`src/rtl/hm_hash_sequencer.sv`:
```
// Double-SHA256 nonce sweep controller: builds the three message blocks for each
// nonce, sequences the SHA-256 core through them and hands out each digest.
module hm_hash_sequencer #(
    parameter int ROUNDS     = 64,
    parameter int LEN_BLOCK2 = 640,
    parameter int LEN_BLOCK3 = 256
) (
    input  logic              clk,
    input  logic              n_rst,
    input  logic              start,
    input  logic              abort,
    input  logic [18:0][31:0] header,
    input  logic [31:0]       nonce_start,
    input  logic [31:0]       nonce_end,
    input  logic [7:0][31:0]  core_hash,
    output logic [15:0][31:0] data,
    output logic [6:0]        count,
    output logic              init,
    output logic              clear,
    output logic              out_load,
    output logic [1:0]        hash_select,
    output logic              halt,
    output logic              busy,
    output logic              hash_valid,
    input  logic              hash_ready,
    output logic [7:0][31:0]  hash_out,
    output logic [31:0]       hash_nonce,
    output logic              done
);

    localparam logic [2:0] S_IDLE   = 3'd0;
    localparam logic [2:0] S_INIT   = 3'd1;
    localparam logic [2:0] S_ROUND  = 3'd2;
    localparam logic [2:0] S_LOAD   = 3'd3;
    localparam logic [2:0] S_REPORT = 3'd4;
    localparam logic [2:0] S_FIN    = 3'd5;

    localparam logic [6:0] LAST_RND = 7'(ROUNDS - 1);
    localparam logic [1:0] BLK1     = 2'd0;
    localparam logic [1:0] BLK2     = 2'd1;
    localparam logic [1:0] BLK3     = 2'd2;

    logic [2:0]        state;
    logic [1:0]        blk;
    logic [6:0]        rnd;
    logic [18:0][31:0] hdr_q;
    logic [31:0]       nonce_q;
    logic [31:0]       nonce_end_q;
    logic [7:0][31:0]  dig_q;

    always_ff @(posedge clk or negedge n_rst) begin
        if (!n_rst) begin
            state       <= S_IDLE;
            blk         <= BLK1;
            rnd         <= '0;
            hdr_q       <= '0;
            nonce_q     <= '0;
            nonce_end_q <= '0;
            dig_q       <= '0;
            hash_out    <= '0;
            hash_nonce  <= '0;
            hash_valid  <= 1'b0;
        end else if (abort) begin
            state      <= S_IDLE;
            blk        <= BLK1;
            rnd        <= '0;
            hash_valid <= 1'b0;
        end else begin
            case (state)
                S_IDLE: begin
                    if (start) begin
                        hdr_q       <= header;
                        nonce_q     <= nonce_start;
                        nonce_end_q <= nonce_end;
                        blk         <= BLK1;
                        state       <= S_INIT;
                    end
                end
                S_INIT: begin
                    rnd   <= '0;
                    state <= S_ROUND;
                    // first-pass digest is only visible on core_hash until the next out_load
                    if (blk == BLK3)
                        dig_q <= core_hash;
                end
                S_ROUND: begin
                    if (rnd == LAST_RND)
                        state <= S_LOAD;
                    else
                        rnd <= rnd + 7'd1;
                end
                S_LOAD: begin
                    if (blk == BLK3) begin
                        state <= S_REPORT;
                    end else begin
                        blk   <= blk + 2'd1;
                        state <= S_INIT;
                    end
                end
                S_REPORT: begin
                    // hash_valid low on entry doubles as the capture phase
                    if (!hash_valid) begin
                        hash_out   <= core_hash;
                        hash_nonce <= nonce_q;
                        hash_valid <= 1'b1;
                    end else if (hash_ready) begin
                        hash_valid <= 1'b0;
                        if (nonce_q == nonce_end_q) begin
                            state <= S_FIN;
                        end else begin
                            nonce_q <= nonce_q + 32'd1;
                            blk     <= BLK1;
                            state   <= S_INIT;
                        end
                    end
                end
                S_FIN:   state <= S_IDLE;
                default: state <= S_IDLE;
            endcase
        end
    end

    logic active;
    assign active      = (state == S_INIT) || (state == S_ROUND) || (state == S_LOAD);
    assign busy        = (state != S_IDLE);
    assign init        = (state == S_INIT);
    assign out_load    = (state == S_LOAD);
    assign halt        = !((state == S_INIT) || (state == S_ROUND));
    assign done        = (state == S_FIN);
    assign hash_select = active ? blk : 2'b00;
    assign clear       = active && (blk != BLK2);
    assign count       = (state == S_ROUND) ? rnd :
                         (state == S_LOAD)  ? LAST_RND : 7'd0;

    for (genvar w = 0; w < 16; w++) begin : g_word
        logic [31:0] b2_word;
        logic [31:0] b3_word;

        if (w < 3) begin : g_b2_hdr
            assign b2_word = hdr_q[16 + w];
        end else if (w == 3) begin : g_b2_nonce
            assign b2_word = nonce_q;
        end else if (w == 4) begin : g_b2_pad
            assign b2_word = 32'h8000_0000;
        end else if (w == 15) begin : g_b2_len
            assign b2_word = 32'(LEN_BLOCK2);
        end else begin : g_b2_zero
            assign b2_word = '0;
        end

        if (w < 8) begin : g_b3_dig
            assign b3_word = (state == S_INIT) ? core_hash[w] : dig_q[w];
        end else if (w == 8) begin : g_b3_pad
            assign b3_word = 32'h8000_0000;
        end else if (w == 15) begin : g_b3_len
            assign b3_word = 32'(LEN_BLOCK3);
        end else begin : g_b3_zero
            assign b3_word = '0;
        end

        assign data[w] = !active      ? 32'h0    :
                         (blk == BLK1) ? hdr_q[w] :
                         (blk == BLK2) ? b2_word  :
                         (blk == BLK3) ? b3_word  : 32'h0;
    end

endmodule

```
`config.mk`:
```
export PLATFORM = sky130hd
export DESIGN_NAME = hm_hash_sequencer
export DESIGN_NICKNAME = d
export VERILOG_FILES = /design/src/rtl/hm_hash_sequencer.sv
export SDC_FILE = /design/constraint.sdc
export NUM_CORES = 2
export LEC_CHECK = 0
export ABC_CLOCK_PERIOD_IN_PS = 2350
export CAP_MARGIN = 0
export CORE_AREA = 5 5 679 681
export DETAILED_ROUTE_END_ITERATION = 6
export DIE_AREA = 0 0 684 686
export SLEW_MARGIN = 10
export SYNTH_ARGS = -nofsm -noshare
export SYNTH_HDL_FRONTEND = slang
export SYNTH_SLANG_ARGS = --single-unit
```
`constraint.sdc`:
```
create_clock -name clk -period 2.35 [get_ports clk]
set_clock_uncertainty 0.15 [all_clocks]
set_input_delay 0.235 -clock clk [delete_from_list [all_inputs] [get_ports clk]]
set_output_delay 0.235 -clock clk [all_outputs]
set_load 0.02 [all_outputs]
```
==> impl_metrics.py <==
metrics = {
    "run_status": {
        "outcome": "finished, violations left",
        "violations": "DRC, setup timing",
    },
    "floorplanning": {
        "rows": 248,
        "dieArea_um2": 469000,
        "io_pins": 1749,
        "die_w_um": 684,
        "initial_core_util_pct": 12.1,
        "core_area_um2": 455000,
        "die_y_um": 686,
    },
    "detailed_routing": {
        "avgRoutedWirePerCell_um": 32.0,
        "drtIter0Drc": 4621,
        "first_pass_iters": 7,
        "via_count": 51400,
        "postRouteAntennaNets": 0,
        "avgViaCountPerCell": 3.82,
        "route.detailed.drc": 85,
        "routed_wl_um": 430000,
    },
    "flow_run": {
        "maxCapViolCount": 0,
    },
    "placement": {
        "place.gp.congestion": 0.938,
        "io_buffers": 1748,
        "dp_slack_ps": -687,
        "dp_hpwl_um": 361000,
    },
    "worst_setup_path": {
        "slowest_delay_ps": 370,
        "worstPathRequired_ps": 1970,
        "path_class": "reg2out",
        "cp_slowest_cell": "dfrtp_1",
        "crit_chain": "nand2b_4, nor2_4, buf_12, buf_16, buf_12, buf_16, buf_8, buf_6, mux2_4, a222oi_1, buf_4, nor2_2, buf_6",
        "cp.arrival_ps": 3290,
        "critPathBufInv": 8,
        "worst_setup_path_start_kind": "flip-flop",
        "endpoint_kind": "output port",
        "crit_family": "buffers and inverters",
        "crit_fanout": 7,
    },
    "logic_synthesis": {
        "synth_top_area_share_pct": 56.0,
        "postSynthNetCount": 5097,
        "synthFlopType": "dfrtp_1",
        "yosysSeqAreaShare_pct": 56.0,
        "yosys.area.top_type": "dfrtp_1",
        "avgSynthCellArea_um2": 13.2,
        "synth.distinct_cells": 54,
        "netlist_area_um2": 54900,
        "synth_edf_count": 0,
        "synthArstFlopShare_pct": 100,
        "ys_warn_count": 0,
        "synth.top_cells.by_area": "dfrtp_1 (56%), mux2_2 (27%), and3_1 (3.0%)",
        "synth-seq-cells": 1229,
        "synthCells": 4159,
    },
    "grt": {
        "grt_pass1_wl_um": 549000,
        "gr-usage-met3_pct": 5.69,
        "grt_pass1_vias": 51800,
        "overflow": 0,
        "grt_max_degree": 116,
        "met2_usage_pct": 27.6,
        "antenna_found_initial": 390,
        "met1_usage_pct": 22.7,
        "grt.total_usage_pct": 17.6,
        "busiest_layer": "met2",
    },
    "cts": {
        "clock_latency_ps": 880,
        "clk_path_buf_depth": 4,
        "cts_tree": "yes",
        "clk_pin_slew_ps": 60,
        "ctsRootBufferMaster": "clkbuf_16",
        "cts.sinks": 1229,
        "cts_buffers": 166,
        "htreeDepth": 4,
    },
    "cells_and_area": {
        "nets": 8122,
        "areaGrowthSynthToFinish_pct": 85.9,
        "drive_gt1_share_pct": 39.2,
        "post-route-util_pct": 22.5,
    },
    "pwr": {
        "finalPower_w": 0.0880,
        "power_leakage_nw": 43.6,
        "power_density_nw_per_um2": 862,
        "ir_worst_vdd_uv": 582,
    },
    "sta": {
        "final-hold-violation-count": 0,
        "rsz0062_at_grt": "true",
        "relSlewSlack_pct": 51.7,
        "setup_violations": 1455,
        "report.final.slew_viol_count": 0,
        "finalWorstSetupSlack_ps": -1320,
        "fmax_ghz": 0.272,
        "worst_pin_slew_ps": 725,
        "period_needed_ps": 3670,
        "finalCritPeriodShare_pct": 156,
    },
    "hold_path": {
        "hold_class": "in2reg",
    },
}
stage by stage:
step	area, µm²	setup TNS [ps]	hold slack, ps	cells
finish	102000	-751860	104	13400
global route	102000	-949090	52.4	13400
CTS	102000	-930280	1.80	13300
detailed placement	86700	-333730	-26.7	12100
global placement	86700	-319820	-25.2	12100
floorplan	55900	-3170	-211	4159
area by class of cell:
class | count | area [µm²]
Timing Repair Buffer | 3197 | 34200
Fill cell | 48400 | 352000
Sequential cell | 1229 | 30800
Clock buffer | 217 | 4610
Multi-Input combinational cell | 2579 | 23800
Clock inverter | 79 | 943
Inverter | 11 | 41.3
Antenna cell | 135 | 338
Tap cell | 6000 | 7510
state kept, by name, indices dropped and copies added (netlist names):
signal	cells
blk	2
dig_q	256
g_word.b2_word	128
hash_nonce	32
hash_out	256
hash_valid	1
hdr_q	512
nonce_end_q	32
rnd	7
state	3
what timing repair did:
item	4_1_cts	5_1_grt
setup buffers	22	19
hold buffers	892	0
gates resized for setup	311	148
pin swaps	38	58
gates cloned	4	3
setup endpoints to repair	1620	1590
hold endpoints to repair	2338	0
final timing paths:
path,from,endpoint,slack (ps),cells past startpoint
max,state[1],data[38],-1320,13
min,header[345],hdr_q[345],100,2
max reg2reg,state[1],dig_q[4],-550,10
min reg2reg,hash_nonce[4],hash_nonce[4],340,2
max in group asynchronous,n_rst,hash_out[14],430,6
min in group asynchronous,n_rst,g_word[3].b2_word[2],560,4
power by group:
part | switching (W) | internal [W] | leakage (nW) | total (W)
registers | 0.00350 | 0.0250 | 15.7 | 0.0285
clock network | 0.0112 | 0.0152 | 2.70 | 0.0264
logic | 0.0172 | 0.0159 | 25.2 | 0.0331
layout by cell type (no fill, tap or decap), drive strengths merged, types with 7 or more instances in the layout:
master / instances
a21oi: 45
inv: 20
dfrtp: 1229
nand2b: 7
bufinv: 11
dlymetal6s2s: 20
clkdlybuf4s15: 12
xnor2: 7
dlygate4sd3: 891
clkinv: 45
nor4: 16
a22o: 9
mux2: 1312
nor3: 12
mux2i: 131
clkdlybuf4s50: 1252
nand4: 9
and3: 263
nand3: 22
buf: 977
xor2: 25
diode: 135
nand2: 190
dlygate4sd2: 24
a222oi: 128
nor2: 172
clkbuf: 237
o21ai: 165
o31ai: 7
clkinvlp: 14
Yosys cell counts, drive strengths merged, types with 2 or more instances:
| cell | number |
|---|---|
| mux2 | 1312 |
| dfrtp | 1229 |
| and3 | 263 |
| clkbuf | 201 |
| nand2 | 190 |
| nor2 | 172 |
| o21ai | 165 |
| buf | 139 |
| mux2i | 131 |
| a222oi | 128 |
| a21oi | 45 |
| xor2 | 25 |
| nand3 | 22 |
| nor4 | 16 |
| nor3 | 12 |
| inv | 11 |
| a22o | 9 |
| nand4 | 9 |
| nand2b | 7 |
| o31ai | 7 |
| xnor2 | 7 |
| a21o | 6 |
| a31oi | 5 |
| ha | 5 |
| o22ai | 5 |
| and2 | 4 |
| and4 | 3 |
| nand4b | 3 |
| o211ai | 3 |
| or4 | 3 |
| a211oi | 2 |
| a21boi | 2 |
| a2bb2oi | 2 |
| nor2b | 2 |
| nor3b | 2 |
| o21bai | 2 |
| or3 | 2 |
metal layers:
layer / vias up / part of all wire (%)
met5: - / 0.25
met4: 178 / 4.0
met3: 854 / 8.9
met2: 2720 / 44
met1: 26200 / 42
li1: 21500 / -
cells by family (layout without fill, tap and decap cells):
kind of cell               count (synthesis)  after routing  share of synthesized area (%)
and+or+nand+nor                          711            711                           6.43
xor gates and xnor gates                  32             32                          0.510
other                                      0            135                              0
DFF                                     1229           1229                           56.0
muxes                                   1443           1443                           29.3
adders and majority gates                  5              5                          0.114
buffers and inverters                    351           3504                           2.73
AOI/OAI and AO/OA                        388            388                           4.96
(Power assumes the default switching activity.)
